==> config.mk <==
export PLATFORM = sky130hd
export DESIGN_NAME = phase_tag_stats
export DESIGN_NICKNAME = d
export VERILOG_FILES = /design/src/rtl/phase_pkg.sv /design/src/rtl/phase_tag_window_acc.sv /design/src/rtl/phase_tag_stats.sv
export SDC_FILE = /design/constraint.sdc
export NUM_CORES = 1
export LEC_CHECK = 0
export CAP_MARGIN = 20
export CORE_AREA = 4 4 111 113
export CTS_CLUSTER_DIAMETER = 60
export CTS_CLUSTER_SIZE = 14
export DETAILED_ROUTE_END_ITERATION = 10
export DIE_AREA = 0 0 115 117
export DONT_BUFFER_PORTS = 1
export GPL_TIMING_DRIVEN = 1
export PLACE_DENSITY_LB_ADDON = 0.3
export SKIP_CTS_REPAIR_TIMING = 1
export SYNTH_ARGS = -nofsm -noshare
export SYNTH_HDL_FRONTEND = slang
export SYNTH_HIERARCHICAL = 1
export SYNTH_SLANG_ARGS = --single-unit
==> constraint.sdc <==
create_clock -name clk_sample -period 3.2 [get_ports clk_sample]
set_input_delay 0.96 -clock clk_sample [delete_from_list [all_inputs] [get_ports clk_sample]]
set_output_delay 0.96 -clock clk_sample [all_outputs]
set_load 0.01 [all_outputs]
==> src/rtl/phase_pkg.sv <==
// Shared types and constants for the phase tag statistics block.
package phase_pkg;

  localparam int PHASE_STATS_W = 28;
  localparam int DROP_CNT_W    = 16;

  typedef struct packed {
    logic [PHASE_STATS_W-1:0] mean;
    logic [PHASE_STATS_W-1:0] min;
    logic [PHASE_STATS_W-1:0] max;
  } phase_stats_t;

endpackage

==> src/rtl/phase_tag_window_acc.sv <==
// Window accumulator: running sum, tag counter and (optionally) min/max.
// Min/max tracking is built only when PHASE_TAG_STATS_MINMAX_EN is defined.
module phase_tag_window_acc
  import phase_pkg::*;
#(
  parameter int PHASE_COUNT_SIZE = PHASE_STATS_W,
  parameter int LOG2_WINDOW      = 4
) (
  input  logic                        clk_sample,
  input  logic                        rst,
  input  logic [PHASE_COUNT_SIZE-1:0] tag_i,
  input  logic                        tag_valid_i,
  output logic                        done_o,
  output logic [PHASE_COUNT_SIZE-1:0] mean_o,
  output logic [PHASE_COUNT_SIZE-1:0] min_o,
  output logic [PHASE_COUNT_SIZE-1:0] max_o
);

  localparam int SUM_W = PHASE_COUNT_SIZE + LOG2_WINDOW;

  logic [SUM_W-1:0]       sum_q, sum_d, sum_inc;
  logic [LOG2_WINDOW-1:0] cnt_q, cnt_d;

  // NOTE: every always_comb output gets a default first so no path can infer a latch.
  always_comb begin
    sum_inc = sum_q + {{LOG2_WINDOW{1'b0}}, tag_i};
    done_o  = tag_valid_i && (cnt_q == {LOG2_WINDOW{1'b1}});
    mean_o  = sum_inc[SUM_W-1:LOG2_WINDOW];
    sum_d   = sum_q;
    cnt_d   = cnt_q;
    if (tag_valid_i) begin
      cnt_d = cnt_q + LOG2_WINDOW'(1);
      sum_d = done_o ? '0 : sum_inc;
    end
  end

  // NOTE: state registers use non-blocking assignments so all flops update together.
  always_ff @(posedge clk_sample) begin
    if (rst) begin
      sum_q <= '0;
      cnt_q <= '0;
    end else begin
      sum_q <= sum_d;
      cnt_q <= cnt_d;
    end
  end

`ifdef PHASE_TAG_STATS_MINMAX_EN
  logic [PHASE_COUNT_SIZE-1:0] min_q, min_d, max_q, max_d;

  // min_o/max_o already include the current tag, which is what the Nth tag needs.
  always_comb begin
    min_o = (tag_i < min_q) ? tag_i : min_q;
    max_o = (tag_i > max_q) ? tag_i : max_q;
    min_d = min_q;
    max_d = max_q;
    if (tag_valid_i) begin
      min_d = done_o ? '1 : min_o;
      max_d = done_o ? '0 : max_o;
    end
  end

  always_ff @(posedge clk_sample) begin
    if (rst) begin
      min_q <= '1;
      max_q <= '0;
    end else begin
      min_q <= min_d;
      max_q <= max_d;
    end
  end
`else
  assign min_o = '0;
  assign max_o = '0;
`endif

endmodule

==> src/rtl/phase_tag_stats.sv <==
// Windowed phase tag statistics with a valid/ready record output and drop counter.
// Optional min/max tracking: define PHASE_TAG_STATS_MINMAX_EN.
module phase_tag_stats
  import phase_pkg::*;
#(
  parameter int PHASE_COUNT_SIZE = PHASE_STATS_W,
  parameter int LOG2_WINDOW      = 4
) (
  input  logic                        clk_sample,
  input  logic                        rst,
  input  logic [PHASE_COUNT_SIZE-1:0] phase_tag,
  input  logic                        phase_tag_valid,
  output logic                        stat_valid,
  input  logic                        stat_ready,
  output logic [PHASE_COUNT_SIZE-1:0] stat_mean,
  output logic [PHASE_COUNT_SIZE-1:0] stat_min,
  output logic [PHASE_COUNT_SIZE-1:0] stat_max,
  output logic [DROP_CNT_W-1:0]       stat_dropped
);

  logic                        win_done;
  logic [PHASE_COUNT_SIZE-1:0] win_mean, win_min, win_max;
  phase_stats_t                win_rec, rec_q, rec_d;
  logic                        valid_q, valid_d, accept;
  logic [DROP_CNT_W-1:0]       dropped_q, dropped_d;

  phase_tag_window_acc #(
    .PHASE_COUNT_SIZE (PHASE_COUNT_SIZE),
    .LOG2_WINDOW      (LOG2_WINDOW)
  ) u_acc (
    .clk_sample  (clk_sample),
    .rst         (rst),
    .tag_i       (phase_tag),
    .tag_valid_i (phase_tag_valid),
    .done_o      (win_done),
    .mean_o      (win_mean),
    .min_o       (win_min),
    .max_o       (win_max)
  );

  assign win_rec = '{mean: win_mean, min: win_min, max: win_max};
  assign accept  = valid_q && stat_ready;

  // A completed window loads only into an empty or just-accepted slot; otherwise it is lost.
  always_comb begin
    valid_d   = valid_q;
    rec_d     = rec_q;
    dropped_d = dropped_q;
    if (win_done) begin
      if (!valid_q || accept) begin
        rec_d   = win_rec;
        valid_d = 1'b1;
      end else if (dropped_q != {DROP_CNT_W{1'b1}}) begin
        dropped_d = dropped_q + DROP_CNT_W'(1);
      end
    end else if (accept) begin
      valid_d = 1'b0;
    end
  end

  always_ff @(posedge clk_sample) begin
    if (rst) begin
      valid_q   <= 1'b0;
      rec_q     <= '0;
      dropped_q <= '0;
    end else begin
      valid_q   <= valid_d;
      rec_q     <= rec_d;
      dropped_q <= dropped_d;
    end
  end

  assign stat_valid   = valid_q;
  assign stat_mean    = rec_q.mean;
  assign stat_min     = rec_q.min;
  assign stat_max     = rec_q.max;
  assign stat_dropped = dropped_q;

endmodule

==> run_results.csv, run 1 <==
group,metric,value,unit
outcome,outcome,"complete, no violations",
synthesis,synth-simple-area-share,0.2136,
synthesis,ys_seq_elements,137,
place,place_area,7147,um2
place,port_buffers,0,
sta,hold_violations,0,
pwr,p_sw_frac,0.2766,
cells_and_area,num-nets-final,952,
synthesis,synth-compound-area-share,0.2079,
clock_network,numCtsBuffers,17,
setup_path,path_class,"input pin to flip-flop",
grt,track_usage,0.2514,
pwr,internal_power,3.340,mW
route,dr.pass1.iters,5,
setup_path,cpMaxStageDelayCell,"fa_1",
cells_and_area,area_growth,6.528,%
synthesis,synthTopCellsByArea,"dfxtp_1 (38%), nand2_1 (11%), a21oi_1 (9.3%), buf_4 (5.8%), ha_1 (5.2%)",
synthesis,postSynthCellCount,901,
sta,timing.final.crit_share,0.8824,
route,dr_wl_met3,1655,um
route,drt-vias-per-instance,5.766,
synthesis,synth-warning-count,6,
route,drc,0,
synthesis,synth_cell_types,78,
worst_hold_path,hp-class,"flip-flop to flip-flop",
synthesis,synth_fa_ha_area_frac,0.05443,
die,fp.coreArea,11320,um2
grt,grt_antenna_before_repair,0,
synthesis,yosysTopAreaCell,"dfxtp_1",
cells_and_area,n_fill_cell,944,
synthesis,synth_top_family_by_area,"simple AND/OR/NAND/NOR gates",
cells_and_area,fin_area,7739,um2
grt,overflow,0,
sta,final-max-slew-violation-count,0,
synthesis,synth_area_per_cell,8.063,um2
synthesis,synth_xor_area_frac,0.03738,
route,wl_met2,7701,um
pwr,total_power,4.617,mW
setup_path,crit_fanout,4,
pwr,power.net_switching,1.277,mW
cells_and_area,n_antenna_cell,0,
pwr,combPwrFrac,0.189,
place,gp_congestion,0.9206,
sta,rsz0062_at_grt,"false",
synthesis,syn-cell-area,7264,um2
cells_and_area,stdcell_count,1045,
sta,finalCriticalPeriod,2.824,ns
setup_path,slowest_delay,0.43,ns
run,maxCapViolCount,0,
synthesis,yosys-top-cells-count,"nand2_1 (209), dfxtp_1 (137), a21oi_1 (135), buf_4 (56), clkbuf_1 (34)",
setup_path,arrival,3.17,ns
die,die_area,13460,um2
die,die-width,115,um
die,ioPinCount,133,
clock_network,cts_tree,"done",
sta,slew_headroom,0.5436,
sta,tns,0,ns
die,initial_core_util,0.6417,
pwr,power_frac_clock,0.420,
synthesis,synthFlopType,"dfxtp_1",
route,route.final.wire_length,16870,um
synthesis,synthMuxAreaShare,0.009990,
clock_network,clk_latency,0.41,ns
sta,fin_skew,0.007626,ns
pwr,p_leak,2.998,nW
synthesis,synth_top_area_frac,0.3775,
cells_and_area,drive_gt1_frac,0.08537,
place,placed_cells,1013,
route,wl_met1,7208,um
grt,grt_pass1_vias,5614,
grt,grt_start_max_net_pins,124,
route,vias,6025,
sta,max_freq,0.3542,GHz
clock_network,clock-sinks,137,
pwr,seqPwrFrac,0.391,
route,wl_per_cell,16.14,um
clock_network,ctsHtreeMaxLevel,4,
worst_hold_path,whs_path_depth,1,
clock_network,clkTransAtPathRegs,0.06,ns
synthesis,yosysMostFrequentCell,"nand2_1",
setup_path,endpoint_kind,"flip-flop",
pwr,max-vdd-ir-drop,0.0004314,V
setup_path,cp_data_required_time,3.54,ns
grt,grt_first_pass_wirelength,27250,um
setup_path,reg2regPathDepth,12,
die,row_count,39,
route,ant_nets,0,
route,drt_iter0_markers,472,
pwr,power.density,596.7,nW/um2
synthesis,ys_seq_area_frac,0.3775,
place,dpl.hpwl,11640,um
setup_path,worstSetupStartpointType,"input pin",
synthesis,synth_edf_count,0,
route,maxUsedRoutingLayer,"met4",
sta,setup-violations-final,0,
clock_network,cts_root_buf,"clkbuf_16",
synthesis,synthArstFlopShare,0,
die,die_y,117,um
setup_path,path_cells,"ha_1 > inv_1 > fa_1 > nor2b_4 > o2111ai_1 > a21boi_2 > o21bai_1 > o21ba_2 > o21ai_1 > xor2_1 > nand2_1 > a21oi_1",
clock_network,clockBufferDepth,2,
sta,worst_pin_slew,0.6783,ns
routing by layer:
layer,vias up,global-route usage
met5,-,0
met4,0,0.09390
met3,21,0.09974
met2,232,0.3812
met1,2778,0.3244
li1,2994,-
path summary, 6_finish.rpt:
| path | slack, ns | start | end |
|---|---|---|---|
| setup / recovery | 0.38 | phase_tag[0] | stat_mean[20] |
| hold / removal | 0.48 | u_acc/sum_q[15] | u_acc/sum_q[15] |
| setup reg to reg | 0.57 | u_acc/sum_q[0] | stat_mean[20] |
| hold reg to reg | 0.48 | u_acc/sum_q[15] | u_acc/sum_q[15] |
power groups by stage:
stage	Combinational (mW)	Clock, mW	Sequential, mW
finish	0.875	1.94	1.81
global route	0.968	2.06	1.81
CTS	0.856	1.98	1.81
detailed placement	0.845	0	1.84
global placement	0.829	0	1.84
floorplan	0.755	0	1.83
through the flow:
stage	hold slack [ns]	setup WS, ns	util
4_1_cts	0.4817	0.4315	0.6836
3_5_place_dp	0.4622	-0.002236	0.6313
6_report	0.4803	0.3764	0.6836
5_1_grt	0.4915	0.1888	0.6836
3_3_place_gp	0.4506	0.03398	0.6313
2_1_floorplan	0.4359	0.1962	-
kinds of logic (layout without fill, tap and decap cells):
kind of cell / count (synthesis) / after routing
and+or+nand+nor: 333 / 333
AOI/OAI and AO/OA: 239 / 239
DFF: 137 / 137
buffers and inverters: 122 / 68
adders and majority gates: 31 / 31
xor gates and xnor gates: 31 / 31
muxes: 7 / 7
other: 1 / 56
state kept, by name, summed over array words and instances, names as in the netlist:
| signal | count |
|---|---|
| stat_valid | 1 |
| stat_dropped | 16 |
| stat_max | 28 |
| stat_mean | 28 |
| u_acc/cnt_q | 4 |
| u_acc/sum_q | 32 |
| stat_min | 28 |
worst max-delay path, delay by kind of cell:
family	cells	cell delay, ns
simple gates	2	0.21
xor+xnor	1	0.15
compound gates	6	1.15
buf+inv	1	0.07
fa+ha+maj	2	0.62
layout by cell type, fill, tap and decap left out, types with 14 or more instances in the layout:
cell type / netlist / routed
nand2_1: 209 / 208
dfxtp_1: 137 / 137
a21oi_1: 135 / 135
conb_1: 1 / 56
nor2_1: 31 / 31
ha_1: 30 / 30
inv_1: 19 / 19
clkbuf_16: 0 / 17
buf_4: 56 / 16
xor2_1: 16 / 16
o21ai_0: 15 / 15
nor2b_1: 15 / 15
xnor2_1: 15 / 15
a22o_1: 14 / 14
final cells by class:
type                    instances  area, um2  area share
clock buffers                  22      474.2     0.06128
multi-input cells             697       4014      0.5187
well taps                     143      178.9     0.02312
repair buffers                 17      140.1     0.01811
flip-flops and latches        137       2743      0.3544
inverters                      19      71.32    0.009216
clock inverters                10      117.6     0.01520
Power figures use the tool's default switching activity.
==> run 2, diff against run 1 <==
==> constraint.sdc (replaced) <==
create_clock -name clk_sample -period 3.2 [get_ports clk_sample]
set_input_delay 0.96 -clock clk_sample [delete_from_list [all_inputs] [get_ports clk_sample]]
set_output_delay 0.96 -clock clk_sample [all_outputs]
set_load 0.02 [all_outputs]
==> run 2 against run 1 <==
Effect of this change:
- global-route usage is 0.33 points higher
- largest cell class unchanged
- utilization is 0.055 points lower
- largest power group unchanged
- design area hardly changed
- critical endpoint unchanged
- register-to-register slack hardly changed
- critical path type unchanged
- critical path depth stayed put
==> run_results.csv, run 2 (synthesis results as in run 1) <==
group,metric,value,unit
worst_hold_path,whs_path_depth,2,
setup_path,cp_data_required_time,3.55,ns
pwr,power.density,590.6,nW/um2
cells_and_area,stdcell_count,1046,
setup_path,crit_fanout,4,
clock_network,ctsHtreeMaxLevel,4,
place,dpl.hpwl,11760,um
route,dr.pass1.iters,5,
grt,grt.met1_usage,0.3272,
setup_path,path_class,"input pin to flip-flop",
cells_and_area,area_growth,6.442,%
die,die_area,13460,um2
cells_and_area,layout_common_cells,"nand2_1 (208), dfxtp_1 (137), a21oi_1 (135)",
clock_network,numCtsBuffers,17,
die,row_count,39,
sta,fin_skew,0.01201,ns
grt,grt_first_pass_wirelength,27390,um
cells_and_area,n_antenna_cell,0,
sta,rsz0062_at_grt,"false",
pwr,total_power,4.567,mW
outcome,outcome,"complete, no violations",
grt,use_met3,0.1033,
die,initial_core_util,0.6417,
sta,setup_ws,0.3891,ns
route,vias,5972,
die,die-width,115,um
clock_network,clockBufferDepth,2,
grt,grt_pass1_vias,5612,
grt,top_usage_layer,"met2",
setup_path,worstSetupStartpointType,"input pin",
route,route.final.wire_length,16780,um
sta,worst_pin_slew,0.6770,ns
sta,timing.final.crit_share,0.8784,
setup_path,reg2regPathDepth,12,
grt,grtUsageMet2,0.3858,
sta,max_freq,0.3558,GHz
pwr,max-vdd-ir-drop,0.0004725,V
setup_path,path_cells,"ha_1 > inv_1 > fa_1 > nor2b_4 > o2111ai_1 > a21boi_2 > o21bai_1 > o21ba_2 > o21ai_1 > xor2_1 > nand2_1 > a21oi_1",
grt,overflow,0,
worst_hold_path,hp-class,"flip-flop to flip-flop",
clock_network,clk_latency,0.42,ns
route,drt-vias-per-instance,5.709,
route,wl_per_cell,16.04,um
run,maxCapViolCount,0,
cells_and_area,regMostFlops,"u_acc/sum_q",
grt,track_usage,0.2547,
setup_path,arrival,3.16,ns
setup_path,slowest_delay,0.43,ns
pwr,p_leak,2.982,nW
grt,grt_antenna_before_repair,0,
route,ant_nets,0,
clock_network,cts_root_buf,"clkbuf_16",
sta,hold_violations,0,
place,pre_cts_ws,0.0007085,ns
sta,setup-violations-final,0,
clock_network,cts_tree,"done",
die,ioPinCount,133,
place,gp_congestion,0.9252,
cells_and_area,multi_input_area,4014,um2
die,fp.coreArea,11320,um2
grt,grt_start_max_net_pins,124,
cells_and_area,largest_reg_flops,32,
clock_network,clock-sinks,137,
sta,finalCriticalPeriod,2.811,ns
cells_and_area,final_core_util,0.6830,
sta,final-max-slew-violation-count,0,
setup_path,cpMaxStageDelayCell,"fa_1",
route,drt_iter0_markers,441,
cells_and_area,n_fill_cell,964,
sta,tns,0,ns
setup_path,endpoint_kind,"flip-flop",
place,port_buffers,0,
clock_network,clkTransAtPathRegs,0.06,ns
place,placed_cells,1014,
cells_and_area,drive_gt1_frac,0.08859,
cells_and_area,num-nets-final,953,
cells_and_area,final-seq-area,2743,um2
route,drc,0,
die,die_y,117,um
cells_and_area,final_common_cell,"nand2_1",
sta,slew_headroom,0.5445,
==> run 2: changes by cell type in the layout (fill, tap and decap cells not counted), sizes merged <==
cell and change:
clkbuf -4, clkinvlp +4, inv +4, clkinv -3
buf +1, bufinv -1
==> run 2: path summary, 6_finish.rpt <==
check / endpoint / start / slack [ns]
worst min register to register: u_acc/sum_q[24] / u_acc/sum_q[24] / 0.48
worst max register to register: stat_mean[20] / u_acc/sum_q[0] / 0.58
worst min-delay path: u_acc/sum_q[24] / u_acc/sum_q[24] / 0.48
worst max-delay path: stat_mean[20] / phase_tag[0] / 0.39
==> run 2: where the power goes <==
group / total [mW] / switching [mW] / internal (mW)
clock network: 1.89 / 0.788 / 1.11
registers: 1.81 / 0.0367 / 1.77
logic: 0.868 / 0.508 / 0.360
==> run 2: layout make-up <==
cell class	count	share of cell area
multi-input cells	697	0.5191
flip-flops and latches	137	0.3547
clock buffers	18	0.05680
well taps	143	0.02314
repair buffers	18	0.01909
clock inverters	14	0.01796
inverters	19	0.009223
==> run 2: per-layer routing <==
metal / up-vias / wire length [um]
met5: - / 0
met1: 2759 / 7248
met3: 25 / 1650
met2: 196 / 7599
li1: 2992 / -
met4: 0 / 280
==> run 2: through the flow <==
step           area, um2  hold WS (ns)
6_report            7732        0.4765
4_1_cts             7732        0.4765
3_5_place_dp        7154        0.4601
3_3_place_gp        7154        0.4507
2_1_floorplan       7471        0.4359
5_1_grt             7732        0.4918
==> run 2: critical path: cells and delay by family <==
| kind | cells | cell delay (ns) |
|---|---|---|
| xor+xnor | 1 | 0.16 |
| buf+inv | 1 | 0.06 |
| compound gates | 6 | 1.16 |
| fa+ha+maj | 2 | 0.60 |
| simple gates | 2 | 0.21 |
